## config.mk

```make
export PLATFORM = sky130hd
export DESIGN_NAME = mul16_seq_ctrl
export DESIGN_NICKNAME = d
export VERILOG_FILES = /design/src/rtl/mul16_seq_ctrl.sv
export SDC_FILE = /design/constraint.sdc
export NUM_CORES = 1
export LEC_CHECK = 0
export ABC_CLOCK_PERIOD_IN_PS = 2700
export CORE_AREA = 4 4 83 163
export CTS_BUF_LIST = sky130_fd_sc_hd__clkbuf_4
export DETAILED_ROUTE_END_ITERATION = 16
export DIE_AREA = 0 0 87 167
export PLACE_DENSITY_LB_ADDON = 0.05
export SKIP_CTS_REPAIR_TIMING = 1
export SYNTH_ARGS = -nofsm -noshare
export SYNTH_HDL_FRONTEND = slang
export SYNTH_SLANG_ARGS = --single-unit
export TNS_END_PERCENT = 5
```

## constraint.sdc

```tcl
create_clock -name clk -period 2.7 [get_ports clk]
set_input_delay 0.54 -clock clk [delete_from_list [all_inputs] [get_ports clk]]
set_output_delay 0.54 -clock clk [all_outputs]
set_load 0.02 [all_outputs]
```

## src/rtl/mul16_seq_ctrl.sv

```systemverilog
// mul16_seq_ctrl: 2*MW x 2*MW unsigned multiply done as four MW x MW partial
// products on one shared external multiplier, over four cycles.
//
// Build option: define MAC_EN to add an acc_clr input. When acc_clr=0 on an
// accepted start, the accumulator keeps its value, so the new product is
// added to the previous result (wraps silently at 4*MW bits).
//
// state  | meaning
// -------+-----------------------------------------------------------
// IDLE   | waiting for start; mul_a/mul_b driven to 0
// P0     | Al*Bl added unshifted
// P1     | Ah*Bl added shifted by MW
// P2     | Al*Bh added shifted by MW
// P3     | Ah*Bh added shifted by 2*MW
// DONE   | done pulse, prod valid; start here is accepted back-to-back

module mul16_seq_ctrl #(
   parameter int MW = 8
) (
   input  logic              clk,
   input  logic              rst_n,
   input  logic              start,
   input  logic [2*MW-1:0]   A,
   input  logic [2*MW-1:0]   B,
`ifdef MAC_EN
   input  logic              acc_clr,
`endif
   output logic              busy,
   output logic              done,
   output logic [4*MW-1:0]   prod,
   output logic [MW-1:0]     mul_a,
   output logic [MW-1:0]     mul_b,
   input  logic [2*MW-1:0]   mul_p
);

   localparam logic [2:0] S_IDLE = 3'd0;
   localparam logic [2:0] S_P0   = 3'd1;
   localparam logic [2:0] S_P1   = 3'd2;
   localparam logic [2:0] S_P2   = 3'd3;
   localparam logic [2:0] S_P3   = 3'd4;
   localparam logic [2:0] S_DONE = 3'd5;

   logic [2:0]      state_q, state_d;
   logic [2*MW-1:0] a_q, a_d;
   logic [2*MW-1:0] b_q, b_d;
   logic [4*MW-1:0] acc_q, acc_d;
   logic [MW-1:0]   mul_a_q, mul_a_d;
   logic [MW-1:0]   mul_b_q, mul_b_d;
   logic [4*MW-1:0] p_ext;
   logic            clr_acc;

   assign p_ext = {{(2*MW){1'b0}}, mul_p};

`ifdef MAC_EN
   assign clr_acc = acc_clr;
`else
   assign clr_acc = 1'b1;
`endif

   // Sequencing, operand capture and accumulation of the current partial.
   always_comb begin
      state_d = state_q;
      a_d     = a_q;
      b_d     = b_q;
      acc_d   = acc_q;
      case (state_q)
         S_IDLE, S_DONE: begin
            if (start) begin
               state_d = S_P0;
               a_d     = A;
               b_d     = B;
               acc_d   = clr_acc ? '0 : acc_q;
            end else begin
               state_d = S_IDLE;
            end
         end
         S_P0: begin
            acc_d   = acc_q + p_ext;
            state_d = S_P1;
         end
         S_P1: begin
            acc_d   = acc_q + (p_ext << MW);
            state_d = S_P2;
         end
         S_P2: begin
            acc_d   = acc_q + (p_ext << MW);
            state_d = S_P3;
         end
         S_P3: begin
            acc_d   = acc_q + (p_ext << (2*MW));
            state_d = S_DONE;
         end
         default: state_d = S_IDLE;
      endcase
   end

   // Multiplier operands are decoded from the next state so they are
   // registered yet already valid in the first cycle of each P state.
   always_comb begin
      mul_a_d = '0;
      mul_b_d = '0;
      case (state_d)
         S_P0: begin mul_a_d = a_d[MW-1:0];    mul_b_d = b_d[MW-1:0];    end
         S_P1: begin mul_a_d = a_d[2*MW-1:MW]; mul_b_d = b_d[MW-1:0];    end
         S_P2: begin mul_a_d = a_d[MW-1:0];    mul_b_d = b_d[2*MW-1:MW]; end
         S_P3: begin mul_a_d = a_d[2*MW-1:MW]; mul_b_d = b_d[2*MW-1:MW]; end
         default: begin mul_a_d = '0;          mul_b_d = '0;             end
      endcase
   end

   // State, operand, accumulator and operand-byte registers.
   always_ff @(posedge clk or negedge rst_n) begin
      if (!rst_n) begin
         state_q <= S_IDLE;
         a_q     <= '0;
         b_q     <= '0;
         acc_q   <= '0;
         mul_a_q <= '0;
         mul_b_q <= '0;
      end else begin
         state_q <= state_d;
         a_q     <= a_d;
         b_q     <= b_d;
         acc_q   <= acc_d;
         mul_a_q <= mul_a_d;
         mul_b_q <= mul_b_d;
      end
   end

   assign busy  = (state_q != S_IDLE);
   assign done  = (state_q == S_DONE);
   assign prod  = acc_q;
   assign mul_a = mul_a_q;
   assign mul_b = mul_b_q;

endmodule

```

=== Word level (Yosys, flattened, before mapping) ===
Index checks and enable logic that the tools add are counted.

* Add/subtract/negate cells: 3
* Equal/unequal tests: 10
* Multiplexer cells: 10
* Reduce and logical (&&, ||, !) cells: 10

{| class="wikitable"
|+ Operator list
! cell !! count
|-
| one-hot mux 32 bit (4 select lines) || 1
|-
| two-way mux 16 bit || 4
|-
| adder 32 x 16 -> 32 bit || 1
|-
| adder 32 x 24 -> 32 bit || 1
|-
| adder 32 bit || 1
|-
| two-way mux 32 bit || 1
|-
| one-hot mux 8 bit (2 select lines) || 2
|-
| one-hot mux 3 bit (5 select lines) || 1
|-
| == test 3 x 2 -> 1 bit (second input constant) || 4
|-
| OR reduction 2 bit || 6
|-
| == test 3 bit (second input constant) || 3
|-
| == test 3 x 1 -> 1 bit (second input constant) || 2
|-
| nonzero test 4 bit || 1
|-
| logical NOT 3 bit || 1
|-
| nonzero test 3 bit || 1
|-
| inequality test 2 bit (second input constant) || 1
|-
| AND reduction 2 bit || 1
|-
| two-way mux 1 bit || 1
|}

* Register bits after elaboration: 83
* Input port bits: 51
* Output and inout bits: 50
* Word-level logic and storage cells: 39

=== Logic depth before layout (Yosys ltp) ===
Gate-level depths: netlist of run 1.

* Depth in word-level cells: 6
* Mapped depth: 11
* Gate-level depth less buffers: 10

=== Worst setup path after synthesis of run 1 ===
Ideal clock, no wire load.

* Kind: in2reg
* Start point: input port mul_p[0]
* End point: register acc_q[30], in the netlist prod[30]
* Setup time: 126 ps
* Data arrival time: 2836 ps
* Slack: -262 ps
* Stages on the path: 10
* Cells stage by stage: ha_1 > fa_1 > a211oi_1 > nor2_1 > o31a_1 > o311a_1 > o211ai_2 > o22a_1 > nor3_1 > a221o_1

* Word-level cells in the longest chain between the ends: 2
* Elaborated cells between the ends (all ways): 4
* Classes of those cells: add/sub: 3; mux: 1

{| class="wikitable"
|+ Ends and longest elaborated chain
! element !! RTL line !! text
|-
| from (decl) || 33 || <nowiki>input logic [2*MW-1:0] mul_p</nowiki>
|-
| adder 32 bit, or another cell as far along || 90 || <nowiki>acc_d = acc_q + (p_ext << (2*MW));</nowiki>
|-
| one-hot mux 32 bit (4 select lines) (*) || 66 || <nowiki>case (state_q)</nowiki>
|-
| to (signal assigned) || 117 || <nowiki>acc_q <= '0;</nowiki>
|-
| to (signal assigned) || 124 || <nowiki>acc_q <= acc_d;</nowiki>
|-
| to (decl) || 46 || <nowiki>logic [4*MW-1:0] acc_q, acc_d;</nowiki>
|}

Every way passes the cells marked *; elsewhere a longest branch is shown, timed or not.
A chain may end at the register's enable or synchronous reset.

=== Worst setup path after layout of run 1 ===
* Start point: input port mul_p[10]
* End point: register acc_q[30], in the netlist prod[30]

Same word-level chain as after synthesis.

==> flow_summary.toml, run 1 <==
[worst_setup_path]
critical_path.endpoint_type = "flop"
reg2reg_to = "prod[30]"
critPathLaunchType = "primary input"
crit-reg2reg-launch = "prod[0]"
cp_data_required_time_ns = 3.04
timing.critical_path.fanout_max = 6
criticalPathCategory = "in -> reg"
r2r_cells = 10
worst-r2r-setup-slack_ns = -0.30
cp_data_arrival_time_ns = 3.36

[sta]
hold_slack_ns = 0.475
setup_viol = 14
finalClockSkew_ns = 0.0323
finalWorstSetupSlack_ns = -0.326
timing_hold_violations_final = 0
rsz_0062_raised_after_global_routing = "yes"
maxSlewHeadroom_pct = 34.1
max_clock_freq_mhz = 330
timing_worst_slew_pin_value_ns = 0.988
fin_crit_sh_pct = 112
setup_total_negative_slack_ns = -2.07
finalWorstPathRequiredPeriod_ns = 3.03
report.final.slew_viol_count = 0

[status]
outcome = "complete, but fails checks"
failed_checks = "negative setup slack"

[synthesis]
synthesis.area_per_instance_sq_um = 9.53
yosys_most_used_dff = "sky130_fd_sc_hd__dfrtp_1"
synthesis.nets = 733
synth_sequential_area_ratio_pct = 34.5
yosys-top-cells-area = "sky130_fd_sc_hd__dfrtp_1, sky130_fd_sc_hd__ha_1, sky130_fd_sc_hd__mux2_2"
synthesis_stage_register_bit_count = 83
synth.lib_cells_used.distinct = 79
synthesis.yosys.warnings = 0
syn_area_sq_um = 6020
synth_top_cell_area_share_pct = 34.5
postSynth.asyncResetShare_pct = 100
synth_edf_count = 0
netlist.top_cell.by_area = "sky130_fd_sc_hd__dfrtp_1"
synthCells = 632

[die]
chipHeight_microns = 167
initial_utilization_pct = 49.4
core_sq_um = 12200
boundaryPins = 101
die_x_microns = 87
floorplan.rows = 57
dieArea_sq_um = 14500

[route]
antenna_violating_nets_post_route = 0
detail_route.drc_violations = 0
detailroute.via_count = 6329
vias_per_cell = 6.03
drt_iter0_drc = 385
drt-total-wl_microns = 22400
drt_pre_antenna_iters = 6
drt-wirelength-per-cell_microns = 21.3

[cts]
clock_root_buffer = "sky130_fd_sc_hd__clkbuf_4"
cts-buffers-inserted = 9
clock_sinks = 83
tritoncts = "done"
cts-root-to-sink-buffers = 2
clk-insertion-delay-late_ns = 0.47
clk_transition_reported_paths_ns = 0.19
htree_levels = 3

[global_route]
grtUsageTotal_pct = 30.9
antenna_violations_before_repair = 1
grt_first_pass_wirelength_microns = 34200
overflow = 0
grt_max_degree = 44
grt_pass1_vias = 6697

[worst_hold_path]
type_of_the_tightest_min_delay_check = "in -> async"

[place]
portBuffers = 100
post-dp-hpwl_microns = 18000
post_dp_cell_area_sq_um = 8470
routability_cong = 0.977

[power_and_ir_drop]
totalPowerFinal_w = 0.0109
power.static_leakage_nw = 4.05
worst_ir_drop_vdd_uv = 725
cellPowerDensity_nw_per_um2 = 1250

[finish]
final_layout_size_suffix_gt1_share_pct = 29.7
num-nets-final = 998
total_non_filler_cell_area_in_the_finished_layout_sq_um = 8740
postLayoutCoreUtil_pct = 71.7
synthesis_to_finish_area_growth_pct = 45.1

[flow_run]
drv.max_cap_violation_count = 0
==> layout make-up <==
type | instances | area (sq um)
Antenna cell | 1 | 2.50
Clock buffer | 9 | 67.6
Clock inverter | 7 | 81.3
Fill cell | 963 | 3460
Inverter | 12 | 45.0
Multi-Input combinational cell | 516 | 3930
Sequential cell | 83 | 2080
Tap cell | 147 | 184
Timing Repair Buffer | 275 | 2350
==> metrics by stage <==
step	cells	worst slack (ns)
6_report	1050	-0.326
5_1_grt	1050	-0.369
4_1_cts	1048	-0.394
3_5_place_dp	1032	-0.867
3_3_place_gp	1032	-0.826
2_1_floorplan	632	-0.0411
==> worst max-delay path by stage <==
stage	to	slack [ns]	cells past startpoint	from
global placement	prod[30]	-0.83	11	mul_p[0]
global route	prod[30]	-0.37	10	prod[0]
floorplan	prod[12]	-0.04	10	mul_p[0]
CTS	prod[30]	-0.39	11	mul_p[0]
finish	prod[30]	-0.33	10	mul_p[10]
detailed placement	prod[30]	-0.87	11	mul_p[0]
==> routing by layer <==
metal / global-route usage (%) / share of wire, % / vias up / routed length, microns
li1: - / - / 2916 / -
met1: 30.1 / 34 / 3032 / 7490
met2: 56.2 / 54 / 280 / 12000
met3: 4.05 / 4.4 / 101 / 980
met4: 23.3 / 8.3 / 0 / 1870
met5: 0 / 0 / - / 0
==> synthesized netlist by cell type (6+ instances only) <==
| library cell | instances |
|---|---|
| sky130_fd_sc_hd__xor2_1 | 20 |
| sky130_fd_sc_hd__nand2b_1 | 12 |
| sky130_fd_sc_hd__dfrtp_1 | 83 |
| sky130_fd_sc_hd__a22o_1 | 9 |
| sky130_fd_sc_hd__nor2b_1 | 6 |
| sky130_fd_sc_hd__inv_1 | 12 |
| sky130_fd_sc_hd__nor2_1 | 38 |
| sky130_fd_sc_hd__nand2_1 | 46 |
| sky130_fd_sc_hd__o21ai_0 | 49 |
| sky130_fd_sc_hd__nand3_1 | 19 |
| sky130_fd_sc_hd__clkbuf_1 | 14 |
| sky130_fd_sc_hd__xnor2_1 | 24 |
| sky130_fd_sc_hd__a21bo_2 | 7 |
| sky130_fd_sc_hd__nand4_1 | 10 |
| sky130_fd_sc_hd__a22oi_1 | 8 |
| sky130_fd_sc_hd__a21o_1 | 13 |
| sky130_fd_sc_hd__mux2_2 | 31 |
| sky130_fd_sc_hd__o21a_1 | 7 |
| sky130_fd_sc_hd__a211oi_1 | 12 |
| sky130_fd_sc_hd__nor3_1 | 10 |
| sky130_fd_sc_hd__a21oi_1 | 42 |
| sky130_fd_sc_hd__ha_1 | 47 |
==> where the power goes <==
| group | switching, W | leakage (nW) | total [W] | internal (W) |
|---|---|---|---|---|
| clock | 0.000560 | 0.0797 | 0.000782 | 0.000223 |
| combinational | 0.00410 | 2.95 | 0.00793 | 0.00384 |
| sequential | 0.000334 | 1.02 | 0.00218 | 0.00184 |
==> cell usage in the layout (no fill, tap or decap), types with 7 or more instances in the layout <==
cell | netlist | layout
sky130_fd_sc_hd__o21ai_1 | 3 | 7
sky130_fd_sc_hd__a21o_1 | 13 | 13
sky130_fd_sc_hd__dlymetal6s2s_1 | 0 | 8
sky130_fd_sc_hd__dfrtp_1 | 83 | 81
sky130_fd_sc_hd__o21a_1 | 7 | 7
sky130_fd_sc_hd__a21oi_1 | 42 | 39
sky130_fd_sc_hd__xnor2_1 | 24 | 24
sky130_fd_sc_hd__a22o_1 | 9 | 9
sky130_fd_sc_hd__nand3_1 | 19 | 19
sky130_fd_sc_hd__ha_1 | 47 | 43
sky130_fd_sc_hd__clkbuf_4 | 0 | 9
sky130_fd_sc_hd__inv_1 | 12 | 12
sky130_fd_sc_hd__mux2_2 | 31 | 31
sky130_fd_sc_hd__nand2_1 | 46 | 46
sky130_fd_sc_hd__a21bo_2 | 7 | 7
sky130_fd_sc_hd__nor3_1 | 10 | 9
sky130_fd_sc_hd__nor2_1 | 38 | 37
sky130_fd_sc_hd__xor2_1 | 20 | 20
sky130_fd_sc_hd__nand4_1 | 10 | 10
sky130_fd_sc_hd__o21ai_0 | 49 | 43
sky130_fd_sc_hd__clkdlybuf4s50_1 | 0 | 91
sky130_fd_sc_hd__a211oi_1 | 12 | 10
sky130_fd_sc_hd__a22oi_1 | 8 | 8
sky130_fd_sc_hd__nand2b_1 | 12 | 12
sky130_fd_sc_hd__buf_4 | 1 | 174
==> sequential cells by signal, indices dropped and copies added, names as in the netlist <==
| signal | cells |
|---|---|
| state_q | 3 |
| mul_b | 8 |
| a_q | 16 |
| b_q | 16 |
| mul_a | 8 |
| prod | 32 |
==> logic make-up after synthesis <==
| group | synth area share, % |
|---|---|
| flops | 34.5 |
| simple gates | 14.2 |
| compound gates | 25.7 |
| mux | 6.13 |
| xor+xnor | 6.40 |
| buf+inv | 2.39 |
| fa+ha+maj | 10.8 |
==> critical path, cell delays in order <==
cell and delay (ns):
sky130_fd_sc_hd__clkdlybuf4s50_1 0.43, sky130_fd_sc_hd__ha_1 0.34, sky130_fd_sc_hd__a21o_1 0.21, sky130_fd_sc_hd__a31oi_1 0.37
sky130_fd_sc_hd__a21boi_0 0.19, sky130_fd_sc_hd__o311a_1 0.41, sky130_fd_sc_hd__o211ai_4 0.30, sky130_fd_sc_hd__o22a_1 0.21
sky130_fd_sc_hd__nor3_1 0.07, sky130_fd_sc_hd__a221o_1 0.28
Note: power is estimated with default switching activity, not from simulation.
==> inputs of run 2 (changes only) <==
HOLD_SLACK_MARGIN = 0.1   (was unset)
SLEW_MARGIN = 25   (was unset)
==> results of run 2 <==
Same layout as run 1: the final DEF is identical, and so are final timing and power.
==> inputs of run 3 (changes only) <==
GPL_TIMING_DRIVEN = 0   (was unset)
PLACE_DENSITY = 0.77   (was unset)
PLACE_DENSITY_LB_ADDON = unset   (was 0.05)
SKIP_CTS_REPAIR_TIMING = unset   (was 1)
==> run 3 against run 2 <==
  * The flow still finishes with violations (negative setup slack)
  * Hold slack better by 0.030 ns
  * Register-to-register slack improved by 0.11 ns
  * Total power shrank 12%
  * Clock-buffer cell count stayed put
  * Worst setup slack improved by 0.14 ns
  * Non-clock buffer count is 148 lower
  * Fmax is 4.9% higher
  * Sequential power grew 8%
  * Global-route usage down 3.2 points
  * Highest routed layer unchanged
==> flow_summary.toml, run 3 (synthesized netlist as in run 1, its figures left out) <==
[die]
boundaryPins = 101
core_sq_um = 12200
initial_utilization_pct = 49.4
die_x_microns = 87
floorplan.rows = 57
dieArea_sq_um = 14500
chipHeight_microns = 167

[worst_hold_path]
hold_path.startpoint = "a_q[1]"
whs_endpoint = "a_q[1]"
type_of_the_tightest_min_delay_check = "reg -> reg"
min_delay_path_depth = 2

[finish]
layout.cells.most_common_list = "sky130_fd_sc_hd__clkdlybuf4s50_1, sky130_fd_sc_hd__dfrtp_1, sky130_fd_sc_hd__nand2_1"
synthesis_to_finish_area_growth_pct = 27.6
multi_input_comb_area_sq_um = 4090
filler_cell_count = 1031
num-nets-final = 850
total_non_filler_cell_area_in_the_finished_layout_sq_um = 7680
instances_no_fill = 901
sequential_standard_cell_area_sq_um = 2080
final_layout_size_suffix_gt1_share_pct = 16.3
most_frequent_standard_cell_in_the_layout_excluding_fill_and_tap_cells = "sky130_fd_sc_hd__clkdlybuf4s50_1"
largest_register_ff_count = 32

[worst_setup_path]
cp_data_required_time_ns = 3.07
cp_data_arrival_time_ns = 3.26
reg2reg_to = "prod[30]"
worst-r2r-setup-slack_ns = -0.19
critical_path.endpoint_type = "flop"
worst_path_max_delay_cell = "sky130_fd_sc_hd__dfrtp_1"
crit-reg2reg-launch = "prod[0]"
critical_path.cell_chain = "ha_4 > fa_2 > a211oi_2 > nor2_1 > o31a_1 > o311a_4 > o211ai_4 > o22a_1 > nor3_1 > a221o_1"
timing.critical_path.fanout_max = 7
timing.critical_path.from = "prod[0]"
r2r_cells = 10
critPathLaunchType = "flop"
criticalPathCategory = "reg -> reg"
slowest_delay_ns = 0.45

[route]
drt-total-wl_microns = 19900
drt_pre_antenna_iters = 5
vias_per_cell = 6.44
detail_route.drc_violations = 0
drt-wirelength-per-cell_microns = 22.1
drt_iter0_drc = 329
antenna_violating_nets_post_route = 0
detailroute.via_count = 5801

[global_route]
grt_max_degree = 56
overflow = 0
grtUsageTotal_pct = 27.7
grt_pass1_vias = 6123
grt_first_pass_wirelength_microns = 31100
antenna_violations_before_repair = 1

[flow_run]
drv.max_cap_violation_count = 0

[sta]
max_clock_freq_mhz = 347
finalWorstSetupSlack_ns = -0.185
rsz_0062_raised_after_global_routing = "yes"
timing_worst_slew_pin_value_ns = 0.805
maxSlewHeadroom_pct = 46.3
finalWorstPathRequiredPeriod_ns = 2.89
timing_hold_violations_final = 0
fin_crit_sh_pct = 107
report.final.slew_viol_count = 0
setup_viol = 16
finalClockSkew_ns = 0.0312

[power_and_ir_drop]
worst_ir_drop_vdd_uv = 750
power.static_leakage_nw = 3.22
cellPowerDensity_nw_per_um2 = 1250

[cts]
clk-insertion-delay-late_ns = 0.46
clock_root_buffer = "sky130_fd_sc_hd__clkbuf_4"
tritoncts = "done"
htree_levels = 3
clock_sinks = 83
clk_transition_reported_paths_ns = 0.17
cts-root-to-sink-buffers = 2
cts-buffers-inserted = 9

[status]
failed_checks = "negative setup slack"
outcome = "complete, but fails checks"

[place]
post_dp_cell_area_sq_um = 7270
routability_cong = 0.960
portBuffers = 100
post-dp-hpwl_microns = 15100
placed_cells = 880
run 3: cell type report:
class	instances	share of cell area [%]
Inverter	12	0.586
Multi-Input combinational cell	516	53.3
Sequential cell	83	27.1
Tap cell	147	2.39
Clock inverter	6	0.651
Buffer	20	1.27
Clock buffer	9	0.879
Timing Repair Buffer	107	13.9
Antenna cell	1	0.0326
run 3: metal layers:
layer	up-vias	global-route usage, %	part of all wire (%)
met1	2845	30.1	36
li1	2624	-	-
met5	-	0	0
met2	232	49.2	53
met3	100	3.56	4.6
met4	0	17.0	6.9
run 3: report_power, final:
group | internal (W) | total (W) | switching (W)
Combinational | 0.00293 | 0.00654 | 0.00361
Sequential | 0.00184 | 0.00236 | 0.000519
Clock | 0.000194 | 0.000700 | 0.000506
run 3: worst max path at each step:
stage	end	slack (ns)	cells past startpoint
after floorplan	prod[12]	-0.04	10
after global placement	prod[16]	-2.18	1
after detailed placement	prod[31]	-1.11	10
after CTS	prod[30]	-0.19	10
after global routing	prod[12]	-0.28	10
final	prod[30]	-0.19	10
run 3: stage by stage:
stage,total power (W),setup WS (ns),TNS [ns],hold slack (ns),utilization (%)
global placement,0.00826,-2.18,-174.39,0.467,59.4
CTS,0.00945,-0.185,-1.11,0.514,62.3
finish,0.00960,-0.185,-1.39,0.504,63.0
detailed placement,0.00846,-1.11,-20.19,0.479,59.6
floorplan,0.00643,-0.0411,-0.160,0.244,-
global route,0.0102,-0.278,-3.35,0.524,63.0
run 3: what timing repair did:
item                                    in CTS  in global routing
endpoints found under the setup margin      36                 31
hold buffers                                 1                  0
resized for setup                           47                 16
pin swaps                                   14                  5
setup buffers                                5                  0
gates cloned                                 0                  0
hold endpoints to repair                    28                  0
run 3: critical path: cells and delay by family, from the launching register on:
family / cells / cell delay (ns)
compound gates: 6 / 1.60
fa+ha+maj: 2 / 0.59
flops: 1 / 0.45
simple gates: 2 / 0.16
